[config.mk]
export PLATFORM = sky130hd
export DESIGN_NAME = fetch_thread_sched_flat
export DESIGN_NICKNAME = d
export VERILOG_FILES = /design/src/rtl/fetch_thread_sched_if.sv /design/src/rtl/fetch_thread_sched.sv /design/src/flat_wrapper.sv
export SDC_FILE = /design/constraint.sdc
export NUM_CORES = 1
export LEC_CHECK = 0
export BUFFER_PORTS_ARGS = -buffer_cell sky130_fd_sc_hd__buf_2
export CAP_MARGIN = 0
export CORE_MARGIN = 10
export CORE_UTILIZATION = 50
export DETAILED_ROUTE_END_ITERATION = 12
export PLACE_DENSITY_LB_ADDON = 0.12
export SLEW_MARGIN = 30
export SYNTH_ARGS = -nofsm -noshare
export SYNTH_HDL_FRONTEND = slang
export SYNTH_SLANG_ARGS = --single-unit
[constraint.sdc]
create_clock -name clk -period 2.55 [get_ports clk]
set_clock_uncertainty 0.2 [all_clocks]
set_input_delay 0.3825 -clock clk [delete_from_list [all_inputs] [get_ports clk]]
set_output_delay 0.3825 -clock clk [all_outputs]
set_load 0.005 [all_outputs]
[src/rtl/fetch_thread_sched_if.sv]
// FETCH request bus, decode valid/ready link and scheduler control inputs.
// The master modport is the scheduler's side; slave is the environment's side.
interface fetch_thread_sched_if;
   logic [3:0]  thread_en;
   logic        redirect_valid;
   logic [1:0]  redirect_thread;
   logic [31:0] redirect_pc;
   logic        f_enable;
   logic        write_mode;
   logic [31:0] addr;
   logic [31:0] data_i;
   logic [1:0]  thread;
   logic        f_ack;
   logic [31:0] f_data;
   logic        ir_valid;
   logic        ir_ready;
   logic [31:0] ir_data;
   logic [31:0] ir_pc;
   logic [1:0]  ir_thread;

   modport master (
      input  thread_en, redirect_valid, redirect_thread, redirect_pc, f_ack, f_data, ir_ready,
      output f_enable, write_mode, addr, data_i, thread, ir_valid, ir_data, ir_pc, ir_thread
   );

   modport slave (
      output thread_en, redirect_valid, redirect_thread, redirect_pc, f_ack, f_data, ir_ready,
      input  f_enable, write_mode, addr, data_i, thread, ir_valid, ir_data, ir_pc, ir_thread
   );
endinterface

[src/rtl/fetch_thread_sched.sv]
// Per-thread PC file with round-robin thread pick, one outstanding FETCH read,
// and a single-entry valid/ready output to decode. Redirects squash stale words.
module fetch_thread_sched #(
   parameter int unsigned NTHREADS = 4,
   parameter logic [31:0] RESET_PC = 32'h0000_0000,
   parameter logic [31:0] PC_STEP  = 32'd4
) (
   input logic                  clk,
   input logic                  rst_n,
   fetch_thread_sched_if.master bus
);

   typedef enum logic [1:0] {StIdle, StReq, StOut} state_e;

   state_e      state_q, state_d;
   logic [31:0] pc_q [NTHREADS];
   logic [31:0] pc_d [NTHREADS];
   logic [1:0]  rr_last_q, rr_last_d;
   logic        squash_q, squash_d;
   logic        f_enable_q, f_enable_d;
   logic [31:0] addr_q, addr_d;
   logic [1:0]  thread_q, thread_d;
   logic        ir_valid_q, ir_valid_d;
   logic [31:0] ir_data_q, ir_data_d;
   logic [31:0] ir_pc_q, ir_pc_d;
   logic [1:0]  ir_thread_q, ir_thread_d;

   logic        grant_valid;
   logic [1:0]  grant;
   logic [1:0]  cand;
   logic        drop;

   // Descending scan so the nearest enabled thread after rr_last wins.
   always_comb begin
      grant_valid = 1'b0;
      grant       = rr_last_q;
      cand        = rr_last_q;
      for (int i = 4; i >= 1; i--) begin
         cand = rr_last_q + 2'(i);
         if (bus.thread_en[cand]) begin
            grant_valid = 1'b1;
            grant       = cand;
         end
      end
   end

   always_comb begin
      state_d     = state_q;
      rr_last_d   = rr_last_q;
      squash_d    = squash_q;
      f_enable_d  = f_enable_q;
      addr_d      = addr_q;
      thread_d    = thread_q;
      ir_valid_d  = ir_valid_q;
      ir_data_d   = ir_data_q;
      ir_pc_d     = ir_pc_q;
      ir_thread_d = ir_thread_q;
      for (int i = 0; i < NTHREADS; i++) pc_d[i] = pc_q[i];
      drop = squash_q || (bus.redirect_valid && bus.redirect_thread == thread_q);

      unique case (state_q)
         StIdle: begin
            if (grant_valid) begin
               thread_d   = grant;
               // Forward a same-cycle redirect so the request never uses the stale PC.
               addr_d     = (bus.redirect_valid && bus.redirect_thread == grant) ?
                            bus.redirect_pc : pc_q[grant];
               f_enable_d = 1'b1;
               rr_last_d  = grant;
               state_d    = StReq;
            end
         end
         StReq: begin
            if (bus.f_ack) begin
               f_enable_d = 1'b0;
               if (drop) begin
                  squash_d = 1'b0;
                  state_d  = StIdle;
               end else begin
                  ir_data_d       = bus.f_data;
                  ir_pc_d         = addr_q;
                  ir_thread_d     = thread_q;
                  ir_valid_d      = 1'b1;
                  pc_d[thread_q]  = addr_q + PC_STEP;
                  state_d         = StOut;
               end
            end else if (bus.redirect_valid && bus.redirect_thread == thread_q) begin
               squash_d = 1'b1;
            end
         end
         StOut: begin
            if (bus.ir_ready ||
                (bus.redirect_valid && bus.redirect_thread == ir_thread_q)) begin
               ir_valid_d = 1'b0;
               state_d    = StIdle;
            end
         end
         default: state_d = StIdle;
      endcase

      if (bus.redirect_valid) pc_d[bus.redirect_thread] = bus.redirect_pc;
   end

   always_ff @(posedge clk or negedge rst_n) begin
      if (!rst_n) begin
         state_q     <= StIdle;
         rr_last_q   <= 2'd3;
         squash_q    <= 1'b0;
         f_enable_q  <= 1'b0;
         addr_q      <= '0;
         thread_q    <= '0;
         ir_valid_q  <= 1'b0;
         ir_data_q   <= '0;
         ir_pc_q     <= '0;
         ir_thread_q <= '0;
         for (int i = 0; i < NTHREADS; i++) pc_q[i] <= RESET_PC;
      end else begin
         state_q     <= state_d;
         rr_last_q   <= rr_last_d;
         squash_q    <= squash_d;
         f_enable_q  <= f_enable_d;
         addr_q      <= addr_d;
         thread_q    <= thread_d;
         ir_valid_q  <= ir_valid_d;
         ir_data_q   <= ir_data_d;
         ir_pc_q     <= ir_pc_d;
         ir_thread_q <= ir_thread_d;
         for (int i = 0; i < NTHREADS; i++) pc_q[i] <= pc_d[i];
      end
   end

   assign bus.f_enable   = f_enable_q;
   assign bus.write_mode = 1'b0;
   assign bus.addr       = addr_q;
   assign bus.data_i     = '0;
   assign bus.thread     = thread_q;
   assign bus.ir_valid   = ir_valid_q;
   assign bus.ir_data    = ir_data_q;
   assign bus.ir_pc      = ir_pc_q;
   assign bus.ir_thread  = ir_thread_q;

endmodule

[src/flat_wrapper.sv]
// flat-port wrapper written by rule: the top's interface ports become plain ports
module fetch_thread_sched_flat 
#(
   parameter int unsigned NTHREADS = 4,
   parameter logic [31:0] RESET_PC = 32'h0000_0000,
   parameter logic [31:0] PC_STEP  = 32'd4
)
  (clk, rst_n, bus_thread_en, bus_redirect_valid, bus_redirect_thread, bus_redirect_pc, bus_f_ack, bus_f_data, bus_ir_ready, bus_f_enable, bus_write_mode, bus_addr, bus_data_i, bus_thread, bus_ir_valid, bus_ir_data, bus_ir_pc, bus_ir_thread);
  fetch_thread_sched_if bus_i ();
  input logic clk;
  input logic rst_n;
  input wire logic [$bits(bus_i.thread_en)-1:0] bus_thread_en;
  input wire logic [$bits(bus_i.redirect_valid)-1:0] bus_redirect_valid;
  input wire logic [$bits(bus_i.redirect_thread)-1:0] bus_redirect_thread;
  input wire logic [$bits(bus_i.redirect_pc)-1:0] bus_redirect_pc;
  input wire logic [$bits(bus_i.f_ack)-1:0] bus_f_ack;
  input wire logic [$bits(bus_i.f_data)-1:0] bus_f_data;
  input wire logic [$bits(bus_i.ir_ready)-1:0] bus_ir_ready;
  output wire logic [$bits(bus_i.f_enable)-1:0] bus_f_enable;
  output wire logic [$bits(bus_i.write_mode)-1:0] bus_write_mode;
  output wire logic [$bits(bus_i.addr)-1:0] bus_addr;
  output wire logic [$bits(bus_i.data_i)-1:0] bus_data_i;
  output wire logic [$bits(bus_i.thread)-1:0] bus_thread;
  output wire logic [$bits(bus_i.ir_valid)-1:0] bus_ir_valid;
  output wire logic [$bits(bus_i.ir_data)-1:0] bus_ir_data;
  output wire logic [$bits(bus_i.ir_pc)-1:0] bus_ir_pc;
  output wire logic [$bits(bus_i.ir_thread)-1:0] bus_ir_thread;
  assign bus_i.thread_en = bus_thread_en;
  assign bus_i.redirect_valid = bus_redirect_valid;
  assign bus_i.redirect_thread = bus_redirect_thread;
  assign bus_i.redirect_pc = bus_redirect_pc;
  assign bus_i.f_ack = bus_f_ack;
  assign bus_i.f_data = bus_f_data;
  assign bus_i.ir_ready = bus_ir_ready;
  assign bus_f_enable = bus_i.f_enable;
  assign bus_write_mode = bus_i.write_mode;
  assign bus_addr = bus_i.addr;
  assign bus_data_i = bus_i.data_i;
  assign bus_thread = bus_i.thread;
  assign bus_ir_valid = bus_i.ir_valid;
  assign bus_ir_data = bus_i.ir_data;
  assign bus_ir_pc = bus_i.ir_pc;
  assign bus_ir_thread = bus_i.ir_thread;
  fetch_thread_sched #(.NTHREADS(NTHREADS), .RESET_PC(RESET_PC), .PC_STEP(PC_STEP)) u_core (.clk(clk), .rst_n(rst_n), .bus(bus_i));
endmodule
==> impl_metrics.csv, run 1 <==
group,metric,value,unit
power,p_int,11.8,mW
timing,finalMaxSlewViolations,0,
power,vdd_drop_max,0.633,mV
global_routing,overflow,0,
power,comb_power_share,46.0,%
setup_path,cp_max_fo,9,
floorplanning,die_x,174,um
global_routing,grt_pass1_wl,61100,um
clock_network,clkSinkCount,235,
worst_hold_path,hold_path_class,"input pin to register",
final_layout,nets,1604,
timing,fmax,0.393,GHz
drt,drt-total-wl,38800,um
logic_synthesis,yosysTopAreaCell,"dfrtp_1",
timing,slew_headroom,63.6,%
final_layout,seqCellArea,5880,um^2
placed_design,dpl-instance-area,13500,um^2
logic_synthesis,synth.distinct_cells,52,
floorplanning,die_h,174,um
global_routing,grt_max_degree,66,
logic_synthesis,yosysMostFrequentCell,"dfrtp_1",
timing,rsz0062_at_grt,"yes",
drt,drt_pre_antenna_iters,5,
logic_synthesis,postSynthCellCount,1263,
logic_synthesis,synth-edff-count,0,
placed_design,place_ws,-0.0801,ns
setup_path,required,2.74,ns
floorplanning,die_area,30400,um^2
logic_synthesis,yosysWarnings,0,
timing,worstMarginPinSlew,0.545,ns
logic_synthesis,synth.cell_area,11900,um^2
drt,drt-initial-drc-count,1042,
drt,via_per_inst,5.75,
setup_path,crit_type,"register to register",
setup_path,slowest_stage,"dfstp_2",
floorplanning,num_rows,56,
logic_synthesis,syn_area_per_cell,9.44,um^2
global_routing,antenna_found_initial,0,
final_layout,final_area,15200,um^2
clock_network,clkLatencyLatePin,0.54,ns
logic_synthesis,synth_top_flop_cell,"dfrtp_1",
final_layout,final_cell_count_no_fill,1864,
timing,min_period,2.55,ns
timing,hold_viol,0,
final_layout,diodes,0,
floorplanning,io_pins,210,
setup_path,crit_path_max_incr_delay,0.55,ns
final_layout,final_util,64.6,%
clock_network,htree_levels,1,
drt,drc_errors,0,
setup_path,worst_setup_path_start_kind,"register",
setup_path,path_cells,"nor2b_2 -> o21a_1 -> or4_4 -> a221oi_4 -> buf_6 -> clkbuf_16 -> a221o_1 -> a31oi_1",
global_routing,grt_use_total,24.6,%
drt,via_count,10700,
clock_network,clock_path_buffers,3,
timing,tns,0,ns
timing,finalWorstSetupSlack,0.00393,ns
power,power_density,1260,nW/um^2
setup_path,crit_buf_inv,2,
global_routing,grt_pass1_vias,10900,
power,total_power,19.1,mW
final_layout,drive_above_1_share,25.8,%
logic_synthesis,synth-seq-area-share,49.3,%
logic_synthesis,synth_common_cells,"dfrtp_1, o21ai_0, nand2_1, nor2_1, a21oi_1",
run,max_cap_violations,0,
placed_design,hpwl,24300,um
logic_synthesis,synth_top_area_share,48.9,%
clock_network,clockRootBuffer,"clkbuf_16",
placed_design,port-buffer-count,176,
setup_path,critPathTopFamily,"compound AO/OA/AOI/OAI gates",
power,clkPwrFrac,18.9,%
power,leakage,6.84,nW
setup_path,worstSetupEndpointType,"register",
floorplanning,start_util,50.8,%
clock_network,cts_inserted_buffers,27,
power,power_switching,7.31,mW
logic_synthesis,ys_top_cells_by_area,"dfrtp_1, o21ai_0, mux2_2, nand2_1, a21oi_1",
outcome,status,"complete, no violations",
final_layout,fill_cells,1954,
setup_path,cp_data_arrival_time,2.74,ns
logic_synthesis,yosys_register_bits,235,
clock_network,cts.clk_slew.worst_paths,0.06,ns
placed_design,place_inst,1747,
power,pwr-share-seq,35.1,%
placed_design,gp_congestion,0.838,
final_layout,syn_to_final_growth,27.1,%
floorplanning,core_area,23500,um^2
power,switching_share,38.2,%
timing,finalSetupViolCount,0,
drt,wl_per_cell,20.8,um
drt,ant_nets,0,
timing,finalCritPeriodShare,99.8,%
timing,whs,0.0413,ns
logic_synthesis,synthArstFlopShare,100,%
clock_network,cts_tree,"yes",
final_layout,multi_input_area,5580,um^2
-- worst register-to-register path: cells and delay by family (launching register included) --
kind,cells,cell delay (ns)
buffers and inverters,2,0.39
AND/OR/NAND/NOR,2,0.55
flip-flops,1,0.55
AO/OA/AOI/OAI,4,0.72
-- registers in the layout, summed over array words and instances, names as in the netlist --
| signal | cells |
|---|---|
| u_core.bus.addr | 32 |
| u_core.bus.f_enable | 1 |
| u_core.bus.ir_data | 32 |
| u_core.bus.ir_pc | 32 |
| u_core.bus.ir_thread | 2 |
| u_core.bus.ir_valid | 1 |
| u_core.bus.thread | 2 |
| u_core.pc_q | 128 |
| u_core.rr_last_q | 2 |
| u_core.squash_q | 1 |
| u_core.state_q | 2 |
-- cells in the final DEF (no fill, tap or decap), types with 3 or more instances in the layout --
cell | netlist | routed
and4_1 | 3 | 3
nor3_2 | 0 | 4
a221o_1 | 33 | 33
conb_1 | 1 | 33
buf_2 | 14 | 175
buf_4 | 33 | 70
mux2_2 | 65 | 65
clkbuf_8 | 0 | 6
a31oi_1 | 46 | 46
dlygate4sd3_1 | 0 | 66
inv_1 | 8 | 8
nand2_1 | 156 | 156
mux2i_1 | 32 | 32
o21ai_0 | 161 | 161
clkbuf_16 | 0 | 29
a21o_1 | 33 | 33
a22oi_1 | 12 | 12
nand4_1 | 6 | 6
clkbuf_1 | 68 | 8
nor2_1 | 115 | 113
nand3_1 | 23 | 23
and2_1 | 4 | 4
xnor2_2 | 0 | 3
xnor2_1 | 23 | 20
buf_6 | 6 | 5
buf_12 | 0 | 13
xor2_1 | 9 | 8
o21ai_1 | 10 | 10
a21oi_1 | 96 | 96
clkinv_2 | 0 | 4
and3_1 | 8 | 8
dfrtp_1 | 233 | 233
nor3_1 | 12 | 8
o211ai_1 | 10 | 10
-- per-layer routing --
layer | routed length (um) | vias up | track usage, %
met5 | 0 | - | 0
li1 | - | 4951 | -
met4 | 975 | 0 | 6.80
met2 | 19200 | 433 | 42.0
met1 | 15700 | 5262 | 31.2
met3 | 2900 | 65 | 4.66
-- power by group through the flow --
stage	sequential [mW]	clock, mW	combinational [mW]
floorplan	6.73	0	5.22
global placement	6.66	0	8.41
detailed placement	6.72	0	8.56
CTS	6.69	3.67	8.68
global route	6.94	3.82	9.68
finish	6.71	3.62	8.79
-- final timing paths --
| kind | startpoint | end | slack (ns) | depth (start not counted) |
|---|---|---|---|---|
| max | u_core.rr_last_q[0]$_DFFE_PN1P_ | u_core.bus.addr[19]$_DFFE_PN0P_ | 0.004 | 8 |
| min | bus_thread_en[1] | u_core.state_q[0]$_DFFE_PN0P_ | 0.04 | 3 |
| max reg2reg | u_core.rr_last_q[0]$_DFFE_PN1P_ | u_core.bus.addr[19]$_DFFE_PN0P_ | 0.004 | 8 |
| min reg2reg | u_core.bus.f_enable$_DFFE_PN0P_ | u_core.bus.f_enable$_DFFE_PN0P_ | 0.28 | 1 |
| max in group asynchronous | rst_n | u_core.pc_q[106]$_DFF_PN0_ | 1.15 | 3 |
| min in group asynchronous | rst_n | u_core.bus.ir_data[24]$_DFFE_PN0P_ | 0.20 | 2 |
-- what timing repair did --
action	4_1_cts	5_1_grt
gates resized for setup	1	15
pin swaps	1	2
buffers inserted	2	0
endpoints found under the setup margin	30	66
endpoints found under the hold margin	250	0
cloned	0	3
hold buffers	66	0
-- area by class of cell --
| class | instances | area share, % |
|---|---|---|
| well taps | 319 | 2.63 |
| inverters | 8 | 0.198 |
| clock buffers | 41 | 5.20 |
| clock inverters | 5 | 0.190 |
| multi-input cells | 924 | 36.8 |
| repair buffers | 332 | 16.1 |
| flip-flops and latches | 235 | 38.8 |
-- cells by family after synthesis --
| kind of cell | share of synthesized area, % |
|---|---|
| adders and majority gates | 0.105 |
| muxes | 8.83 |
| AOI/OAI and AO/OA | 20.7 |
| buffers and inverters | 5.85 |
| DFF | 49.3 |
| and+or+nand+nor | 12.8 |
| other | 0.0315 |
| xor gates and xnor gates | 2.35 |
Note: power is estimated with default switching activity, not from simulation.
==> run 2, diff against run 1 <==
--- a/config.mk
+++ b/config.mk
@@ -7,6 +7,7 @@
 export LEC_CHECK = 0
 export BUFFER_PORTS_ARGS = -buffer_cell sky130_fd_sc_hd__buf_2
 export CAP_MARGIN = 0
+export CORE_ASPECT_RATIO = 1.25
 export CORE_MARGIN = 10
 export CORE_UTILIZATION = 50
 export DETAILED_ROUTE_END_ITERATION = 12
==> impl_metrics.csv, run 2 (same netlist as run 1, synthesis figures left out) <==
group,metric,value,unit
outcome,status,"complete, but fails checks",
outcome,violations,"negative setup slack",
timing,finalCritPeriodShare,102,%
global_routing,grt_pass1_vias,11400,
floorplanning,die_x,158,um
global_routing,grt_pass1_wl,62300,um
timing,slew_headroom,57.2,%
setup_path,crit_type,"register to register",
global_routing,grt_max_degree,74,
setup_path,reg2reg_depth,8,
final_layout,nets,1616,
final_layout,syn_to_final_growth,28.3,%
timing,finalWorstSetupSlack,-0.0409,ns
global_routing,grt_use_total,25.9,%
clock_network,htree_levels,1,
drt,wl_per_cell,22.3,um
floorplanning,core_area,23600,um^2
floorplanning,die_h,193,um
global_routing,antenna_found_initial,1,
timing,tns,-0.288,ns
setup_path,cp_data_arrival_time,2.77,ns
final_layout,layout_commonest_cell,"dfrtp_1",
placed_design,hpwl,24600,um
clock_network,clkSinkCount,235,
clock_network,cts_inserted_buffers,25,
final_layout,regMostFlops,"u_core.pc_q",
final_layout,fill_cells,1931,
timing,rsz0062_at_grt,"yes",
drt,drt-total-wl,41300,um
timing,worstMarginPinSlew,0.642,ns
clock_network,clock_path_buffers,3,
timing,fmax,0.386,GHz
setup_path,cp_max_fo,8,
drt,ant_nets,0,
power,power_density,1280,nW/um^2
clock_network,cts_tree,"yes",
placed_design,gp_congestion,0.854,
worst_hold_path,hold_path_class,"input pin to register",
drt,via_count,11100,
timing,min_period,2.59,ns
timing,hold_viol,0,
final_layout,largest_register_ffs,128,
run,max_cap_violations,0,
clock_network,clkLatencyLatePin,0.53,ns
placed_design,port-buffer-count,176,
floorplanning,io_pins,210,
drt,via_per_inst,6.00,
floorplanning,start_util,50.6,%
timing,finalMaxSlewViolations,0,
setup_path,worst_setup_path_start_kind,"register",
setup_path,worstSetupEndpointType,"register",
global_routing,overflow,0,
power,vdd_drop_max,1.09,mV
clock_network,clockRootBuffer,"clkbuf_16",
drt,drt_pre_antenna_iters,6,
power,leakage,6.91,nW
worst_hold_path,hold_depth,3,
final_layout,drive_above_1_share,26.6,%
final_layout,final_cell_count_no_fill,1851,
floorplanning,num_rows,63,
setup_path,required,2.73,ns
drt,drt-initial-drc-count,1039,
floorplanning,die_area,30500,um^2
drt,drc_errors,0,
timing,finalSetupViolCount,21,
placed_design,place_inst,1729,
clock_network,cts.clk_slew.worst_paths,0.06,ns
final_layout,layout_common_cells,"dfrtp_1, buf_2, o21ai_0",
## run 2: cell count changes in the layout (fill, tap and decap cells not counted), sizes merged
| cell | delta |
|---|---|
| diode | +1 |
| inv | -1 |
| clkinv | +1 |
| clkbuf | -3 |
| bufinv | +4 |
| buf | +12 |
## run 2: worst paths after layout
check / slack, ns / start / endpoint
max in group asynchronous: 1.25 / rst_n / u_core.pc_q[90]$_DFF_PN0_
worst max-delay path: -0.04 / u_core.rr_last_q[0]$_DFFE_PN1P_ / u_core.bus.addr[13]$_DFFE_PN0P_
worst min register to register: 0.27 / u_core.bus.f_enable$_DFFE_PN0P_ / u_core.bus.f_enable$_DFFE_PN0P_
worst max register to register: -0.04 / u_core.rr_last_q[0]$_DFFE_PN1P_ / u_core.bus.addr[13]$_DFFE_PN0P_
min in group asynchronous: 0.22 / rst_n / u_core.bus.ir_data[26]$_DFFE_PN0P_
worst min-delay path: 0.06 / bus_ir_ready / u_core.state_q[1]$_DFFE_PN0P_
## run 2: per-stage QoR
| step | hold WS, ns | power (mW) | setup slack (ns) | util (%) | instance area (um^2) |
|---|---|---|---|---|---|
| 5_1_grt | 0.0726 | 20.9 | -0.106 | 64.9 | 15300 |
| 4_1_cts | 0.0521 | 19.4 | -0.00304 | 64.2 | 15100 |
| 6_report | 0.0634 | 19.6 | -0.0409 | 64.9 | 15300 |
| 3_5_place_dp | 0.184 | 15.3 | -0.0743 | 57.5 | 13500 |
| 3_3_place_gp | 0.185 | 15.0 | -0.0105 | 57.5 | 13500 |
| 2_1_floorplan | -0.113 | 12.0 | 0.0698 | - | 12000 |
## run 2: cell type report
cell class | instances | area [um^2] | share of cell area (%)
Multi-Input combinational cell | 924 | 5540 | 36.2
Timing Repair Buffer | 346 | 2600 | 17.0
Tap cell | 292 | 365 | 2.39
Sequential cell | 235 | 5880 | 38.5
Clock inverter | 9 | 149 | 0.973
Antenna cell | 1 | 2.50 | 0.0164
Inverter | 8 | 30.0 | 0.196
Clock buffer | 36 | 727 | 4.75
## run 2: power breakdown
group	switching, mW	internal (mW)	total, mW
clock	1.53	2.38	3.91
combinational	4.80	4.13	8.93
sequential	1.15	5.63	6.78
total	7.48	12.1	19.6
## run 2: worst max-delay path: stages, from the launching register on
cell,delay (ns)
dfstp_2,0.55
nor2b_2,0.05
o21a_1,0.18
or4_4,0.50
a221oi_4,0.36
buf_6,0.21
clkbuf_16,0.20
a221o_1,0.13
a31oi_1,0.08
## run 2: routing by layer
metal  vias up  global-route usage, %  share of wire [%]
li1       4976                      -                  -
met1      5432                   31.9                 39
met2       587                   43.1                 46
met3       117                   6.69                 11
met4         0                   8.92                3.7
met5         -                      0                  0
## run 2: repair_timing
item / CTS / global route
cloned: 1 / 6
setup endpoints to repair: 31 / 35
hold buffers: 66 / 0
gates resized for setup: 1 / 12
pin swaps: 1 / 11
buffers inserted: 2 / 1
hold endpoints to repair: 249 / 0
